### config.mk
export PLATFORM = sky130hd
export DESIGN_NAME = dot_prod_seq
export DESIGN_NICKNAME = d
export VERILOG_FILES = /design/src/rtl/dot_prod_pkg.sv /design/src/rtl/load_tracker.sv /design/src/rtl/dot_prod_seq.sv
export SDC_FILE = /design/constraint.sdc
export NUM_CORES = 1
export LEC_CHECK = 0
export BUFFER_PORTS_ARGS = -buffer_cell sky130_fd_sc_hd__buf_2
export CAP_MARGIN = 20
export CORE_AREA = 2 2 56 58
export CTS_BUF_LIST = sky130_fd_sc_hd__clkbuf_4
export CTS_CLUSTER_SIZE = 28
export DETAILED_ROUTE_END_ITERATION = 8
export DIE_AREA = 0 0 58 60
export GPL_ROUTABILITY_DRIVEN = 0
export GPL_TIMING_DRIVEN = 0
export PLACE_DENSITY_LB_ADDON = 0.2
export SYNTH_ARGS = -nofsm -noshare
export SYNTH_HDL_FRONTEND = slang
export SYNTH_SLANG_ARGS = --single-unit
export TNS_END_PERCENT = 1
### constraint.sdc
create_clock -name clk -period 4 [get_ports clk]
set_input_delay 0.4 -clock clk [delete_from_list [all_inputs] [get_ports clk]]
set_output_delay 0.4 -clock clk [all_outputs]
set_load 0.03 [all_outputs]
### src/rtl/dot_prod_pkg.sv
// rtl/dot_prod_pkg.sv - shared defaults, FSM encoding and display constants for the dot-product sequencer
package dot_prod_pkg;

  localparam int unsigned N_DEF        = 4;
  localparam int unsigned IDX_W_DEF    = 2;
  localparam int unsigned ACC_W_DEF    = 16;
  localparam int unsigned PIPE_LAT_DEF = 2;

  // Glyph codes O,F,L,O shown on the 7-seg when the captured result overflowed
  localparam logic [15:0] OFLO_DISP = 16'h0F10;

  typedef enum logic [2:0] {
    ST_IDLE  = 3'd0,
    ST_CLEAR = 3'd1,
    ST_ISSUE = 3'd2,
    ST_DRAIN = 3'd3,
    ST_DONE  = 3'd4
  } state_t;

  function automatic logic is_busy(input state_t s);
    return (s == ST_CLEAR) || (s == ST_ISSUE) || (s == ST_DRAIN);
  endfunction

endpackage

### src/rtl/load_tracker.sv
// rtl/load_tracker.sv - per-entry loaded bitmaps for vectors A and B plus all-loaded flag
module load_tracker
  import dot_prod_pkg::*;
#(
  parameter int unsigned N     = N_DEF,
  parameter int unsigned IDX_W = IDX_W_DEF
) (
  input  logic             clk,
  input  logic             rst,
  input  logic             wr_a,
  input  logic             wr_b,
  input  logic [IDX_W-1:0] wr_idx,
  output logic [N-1:0]     loaded_a,
  output logic [N-1:0]     loaded_b,
  output logic             all_loaded
);

  // Bits are sticky until reset; writes land in every sequencer state
  always_ff @(posedge clk) begin
    if (rst) begin
      loaded_a <= '0;
      loaded_b <= '0;
    end else begin
      if (wr_a) loaded_a[wr_idx] <= 1'b1;
      if (wr_b) loaded_b[wr_idx] <= 1'b1;
    end
  end

  // Derived from the registered bitmaps, so auto-start trails the last write by one edge
  assign all_loaded = (&loaded_a) & (&loaded_b);

endmodule

### src/rtl/dot_prod_seq.sv
// rtl/dot_prod_seq.sv - dot-product sequencer FSM; DOT_SEQ_SAT_EN saturates the captured result on overflow
module dot_prod_seq
  import dot_prod_pkg::*;
#(
  parameter int unsigned N          = N_DEF,
  parameter int unsigned IDX_W      = IDX_W_DEF,
  parameter int unsigned ACC_W      = ACC_W_DEF,
  parameter int unsigned PIPE_LAT   = PIPE_LAT_DEF,
  parameter bit          AUTO_START = 1'b1
) (
  input  logic             clk,
  input  logic             rst,
  input  logic             wr_a,
  input  logic             wr_b,
  input  logic [IDX_W-1:0] wr_idx,
  input  logic             start,
  output logic [IDX_W-1:0] rd_idx,
  output logic             mac_valid,
  output logic             acc_clr,
  input  logic [ACC_W-1:0] acc_in,
  input  logic             ovf_in,
  output logic [ACC_W-1:0] result,
  output logic             result_ovf,
  output logic             done,
  output logic             busy,
  output logic [N-1:0]     loaded_a,
  output logic [N-1:0]     loaded_b
);

  localparam int unsigned DRN_W = $clog2(PIPE_LAT + 1);

  state_t             state, state_n;
  logic [IDX_W-1:0]   cnt, cnt_n;
  logic [DRN_W-1:0]   dcnt, dcnt_n;
  logic [ACC_W-1:0]   result_n;
  logic               result_ovf_n;
  logic               all_loaded;
  logic               wr_any;
  logic               auto_go;

  load_tracker #(.N(N), .IDX_W(IDX_W)) u_load_tracker (
    .clk        (clk),
    .rst        (rst),
    .wr_a       (wr_a),
    .wr_b       (wr_b),
    .wr_idx     (wr_idx),
    .loaded_a   (loaded_a),
    .loaded_b   (loaded_b),
    .all_loaded (all_loaded)
  );

  assign wr_any  = wr_a | wr_b;
  assign auto_go = AUTO_START && all_loaded;

  // Next state, counters and capture; any write aborts a run or invalidates a finished result
  always_comb begin
    state_n      = state;
    cnt_n        = cnt;
    dcnt_n       = dcnt;
    result_n     = result;
    result_ovf_n = result_ovf;
    unique case (state)
      ST_IDLE: begin
        if (start || auto_go) begin
          state_n = ST_CLEAR;
          cnt_n   = '0;
        end
      end
      ST_CLEAR: begin
        if (wr_any) begin
          state_n = ST_IDLE;
        end else begin
          state_n = ST_ISSUE;
          cnt_n   = '0;
        end
      end
      ST_ISSUE: begin
        if (wr_any) begin
          state_n = ST_IDLE;
        end else if (cnt == IDX_W'(N - 1)) begin
          state_n = ST_DRAIN;
          dcnt_n  = '0;
        end else begin
          cnt_n = cnt + 1'b1;
        end
      end
      ST_DRAIN: begin
        if (wr_any) begin
          state_n = ST_IDLE;
        end else if (dcnt == DRN_W'(PIPE_LAT - 1)) begin
          state_n      = ST_DONE;
          result_ovf_n = ovf_in;
`ifdef DOT_SEQ_SAT_EN
          result_n     = ovf_in ? {ACC_W{1'b1}} : acc_in;
`else
          result_n     = acc_in;
`endif
        end else begin
          dcnt_n = dcnt + 1'b1;
        end
      end
      ST_DONE: begin
        if (wr_any) begin
          state_n = ST_IDLE;
        end else if (start) begin
          state_n = ST_CLEAR;
          cnt_n   = '0;
        end
      end
      default: state_n = ST_IDLE;
    endcase
  end

  // Outputs are registered from the state being entered so they align with that state
  always_ff @(posedge clk) begin
    if (rst) begin
      state      <= ST_IDLE;
      cnt        <= '0;
      dcnt       <= '0;
      rd_idx     <= '0;
      mac_valid  <= 1'b0;
      acc_clr    <= 1'b0;
      busy       <= 1'b0;
      done       <= 1'b0;
      result     <= '0;
      result_ovf <= 1'b0;
    end else begin
      state      <= state_n;
      cnt        <= cnt_n;
      dcnt       <= dcnt_n;
      rd_idx     <= (state_n == ST_ISSUE) ? cnt_n : '0;
      mac_valid  <= (state_n == ST_ISSUE);
      acc_clr    <= (state_n == ST_CLEAR);
      busy       <= is_busy(state_n);
      done       <= (state_n == ST_DONE);
      result     <= result_n;
      result_ovf <= result_ovf_n;
    end
  end

endmodule
==> impl_summary.md <==
Die
The I/O pin count is 55. The die covers 3480 sq um. The initial core utilization is a little over half.

In this run the horizontal extent of the chip is 58 um. Row generation in the floorplan step produced 20 rows. Measured along the y axis, the die boundary spans approximately 60 um. The core region area is a little under 3000 sq um.

Synth
In the synthesized netlist the dominant register cell turns out to be sky130_fd_sc_hd__dfxtp_1. Of all cell types, the one taking the most synthesized area is sky130_fd_sc_hd__dfxtp_1. The mean area per synthesized cell is roughly 8.5 sq um.

Of the synthesized area, sequential elements account for about 50%. The synthesized netlist occupies a cell area of approximately 1500 sq um. The most repeated cell in the gate-level netlist after synthesis is sky130_fd_sc_hd__dfxtp_1. The top cell type by area accounts for between 50% and 60% of the synthesized area. After synthesis, the cell types taking the most area are sky130_fd_sc_hd__dfxtp_1, sky130_fd_sc_hd__nand2_1, sky130_fd_sc_hd__a21oi_1. Counting flops and latches in the post-synthesis netlist gives 38. Counting instances in the post-synthesis netlist gives the leading cell types as sky130_fd_sc_hd__dfxtp_1, sky130_fd_sc_hd__nand2_1, sky130_fd_sc_hd__a21oi_1. The number of library cell types mapped by synthesis is 36. The synthesized netlist net count is 202. Counting flops with a built-in enable in the synthesized netlist gives 0.

The share of synthesized flip-flops with an asynchronous set or reset is 0%. The Yosys step of the flow raised 0 warnings. The synthesized instance count is 177.

Critical path
The number of cell instances on the worst register-to-register path is 6. The cell depth of the worst setup path is 6. The worst endpoint data arrival time is approximately 2200 ps. Walking the worst path, the cells encountered are clkbuf_1 -> and3b_1 -> nand3_1 -> clkbuf_1 -> nand2_1 -> a21oi_1.

The endpoint type of the worst setup path is a register. Together, buffers and inverters on the worst path number 2. The master of the slowest instance on the critical path is sky130_fd_sc_hd__clkbuf_1.

The kind of cell adding the most delay to the critical path is buffers and inverters. The critical register-to-register path endpoint is result[8]$_SDFFE_PP0P_. In this run the worst path has a maximum fanout of 10. The worst setup path is launched from a register. The setup path with the least slack is of type register to register. In this run the worst setup path terminates at result[8]$_SDFFE_PP0P_. The most numerous cell type found on the critical path is sky130_fd_sc_hd__clkbuf_1. The data required time of the worst path is 4280 ps. The largest single stage delay on the critical path is 380 ps.

Setup slack on the worst reg-to-reg path comes out at about 2100 ps. The launching point of the worst reg2reg path is state[2]$_SDFF_PP0_. The start point of the critical path is state[2]$_SDFF_PP0_.

Clock tree
The number of clock buffers added by TritonCTS is 5. The H-tree was split into 2 levels. The clock passes through at most 2 buffers. Clock-pin slew was measured on the worst setup and hold paths at 110 ps.

The clock sink total is 38. The clock tree from TritonCTS is yes. In this run, post-CTS hold repair placed 0 buffers.

The cell at the root of the clock tree is sky130_fd_sc_hd__clkbuf_4. The clock network latency to the later pin of the worst-skew pair is about 350 ps. The number of gates resized after CTS was 0. The post-CTS setup buffer count is 0.

Min path
The worst min-delay path category is input port to register.

Timing
The total count of hold-check failures in the final report is 0. The clock period could shrink to 1900 ps. The fraction of the cycle the final worst path needs is 47.5%. The worst relative slew slack is a little over two thirds.

Setup repair after global routing left no endpoint under its margin. For the pin with the worst max-slew slack, the measured transition is about 450 ps. The achievable frequency is 526 MHz.

Setup violations remaining at the end of the flow were counted as 0. The total count of max-transition violations in the final report is 0. Summed over all failing endpoints, the final setup total negative slack is 0 ps. On the final layout, the worst clock skew is 2.99 ps.

Global route
For this run the aggregate overflow at the end of global routing stands at 0. The number of global-route vias before repair was 1,227. Entering global routing, the biggest net connects 13 pins.

The overall global routing resource usage is 20.0%. The first-pass GRT wire length is 5200 um. The number of antenna violations at the first check in global routing is 0.

Power and ir drop
For this design the ratio of total power to cell area is roughly 340 nW/um^2. The leakage dissipation is 0.841 nW. The total power is 0.638 mW. VDD sags by at most 0.280 mV.

Place
The number of placed instances, taps included is 264. Input and output buffers added on the ports amount to 54. Detailed placement ended at an HPWL of 2350 um.

Layout
The area added between synthesis and finish is 24.2%. After the last flow step, the layout net total stands at 263. The number of antenna diodes in the final layout is 0. In the final layout, the share of cells above drive strength 1 is 31.4%. The count of placed standard cells in the final layout, fillers left out is 272.

Detailed routing
The wire length per cell is 12.0 um. Before antenna repair, the detailed router went through 4 iterations. For this run, design rule violations remaining after detail routing come to 0. The total routed wirelength is 3260 um. The number of vias after detailed routing is 1,410.

Using the TritonRoute via totals, the vias-per-cell ratio works out to 5.18. The DRC violation total after the first TritonRoute iteration is 40. The post-detailed-route count of antenna-violating nets is 0.

Outcome
The run finished with clean final reports.

Job
The number of max-cap violations is 0.
power breakdown:
part / switching [mW] / total [mW] / internal (mW)
Combinational: 0.0365 / 0.0585 / 0.0220
Clock: 0.126 / 0.192 / 0.0653
Sequential: 0.00362 / 0.388 / 0.385
Total: 0.166 / 0.638 / 0.472
placed cells by master, fill, tap and decap left out, types with 2 or more instances in the layout:
| cell type | instances |
|---|---|
| sky130_fd_sc_hd__nand2_1 | 36 |
| sky130_fd_sc_hd__mux2i_1 | 2 |
| sky130_fd_sc_hd__clkbuf_4 | 5 |
| sky130_fd_sc_hd__a21o_1 | 2 |
| sky130_fd_sc_hd__a21oi_2 | 3 |
| sky130_fd_sc_hd__nor2_1 | 16 |
| sky130_fd_sc_hd__o21ai_0 | 3 |
| sky130_fd_sc_hd__and3_1 | 3 |
| sky130_fd_sc_hd__clkbuf_1 | 6 |
| sky130_fd_sc_hd__nand4b_1 | 3 |
| sky130_fd_sc_hd__nand3b_1 | 2 |
| sky130_fd_sc_hd__a31oi_1 | 9 |
| sky130_fd_sc_hd__a21oi_1 | 23 |
| sky130_fd_sc_hd__and4_1 | 2 |
| sky130_fd_sc_hd__buf_2 | 56 |
| sky130_fd_sc_hd__inv_1 | 6 |
| sky130_fd_sc_hd__dfxtp_1 | 38 |
| sky130_fd_sc_hd__or4b_2 | 2 |
| sky130_fd_sc_hd__clkinv_1 | 2 |
layer usage:
metal  vias up  track usage, %  part of all wire (%)
li1        727               -                     -
met1       643            24.2                    46
met2        31            30.2                    46
met3         9            7.14                   5.1
met4         0            12.6                   2.3
met5         -               0                     0
registers in the layout, indices dropped and copies added (netlist names):
name                     count
mac_valid                    1
result_ovf                   1
u_load_tracker.loaded_a      4
dcnt                         2
result                      16
cnt                          2
state                        3
u_load_tracker.loaded_b      4
busy                         1
done                         1
rd_idx                       2
acc_clr                      1
logic make-up after synthesis:
group | after synthesis | synth area share, %
simple gates | 75 | 25.5
compound gates | 43 | 16.5
flops | 38 | 50.4
buf+inv | 18 | 5.47
fa+ha+maj | 1 | 0.828
mux | 2 | 1.33
layout make-up:
class / count / area, sq um
buffer: 11 / 56.3
clock buffer: 5 / 37.5
clock inverter: 3 / 16.3
fill: 273 / 1030
inverter: 7 / 26.3
multi-input combinational: 121 / 667
sequential: 38 / 761
tap: 33 / 41.3
timing repair buffer: 54 / 270
how the worst min path moves through the flow:
| stage | start | to | cells past startpoint |
|---|---|---|---|
| 6_report | rst | state[2]$_SDFF_PP0_ | 2 |
| 5_1_grt | rst | state[2]$_SDFF_PP0_ | 2 |
| 4_1_cts | rst | state[2]$_SDFF_PP0_ | 2 |
| 3_5_place_dp | result_ovf$_SDFFE_PP0P_ | result_ovf$_SDFFE_PP0P_ | 2 |
| 3_3_place_gp | result_ovf$_SDFFE_PP0P_ | result_ovf$_SDFFE_PP0P_ | 2 |
| 2_1_floorplan | dcnt[1]$_SDFFE_PP0P_ | dcnt[1]$_SDFFE_PP0P_ | 2 |
metrics by stage:
step	setup WS [ps]	area [sq um]	utilization, %	hold WS [ps]
6_report	2100	1880	64.6	258
5_1_grt	1950	1880	64.6	243
4_1_cts	2090	1880	64.6	251
3_5_place_dp	1990	1820	62.8	445
3_3_place_gp	2010	1820	62.8	440
2_1_floorplan	2220	1510	-	460
No activity file was read; power rests on OpenSTA's default activity.
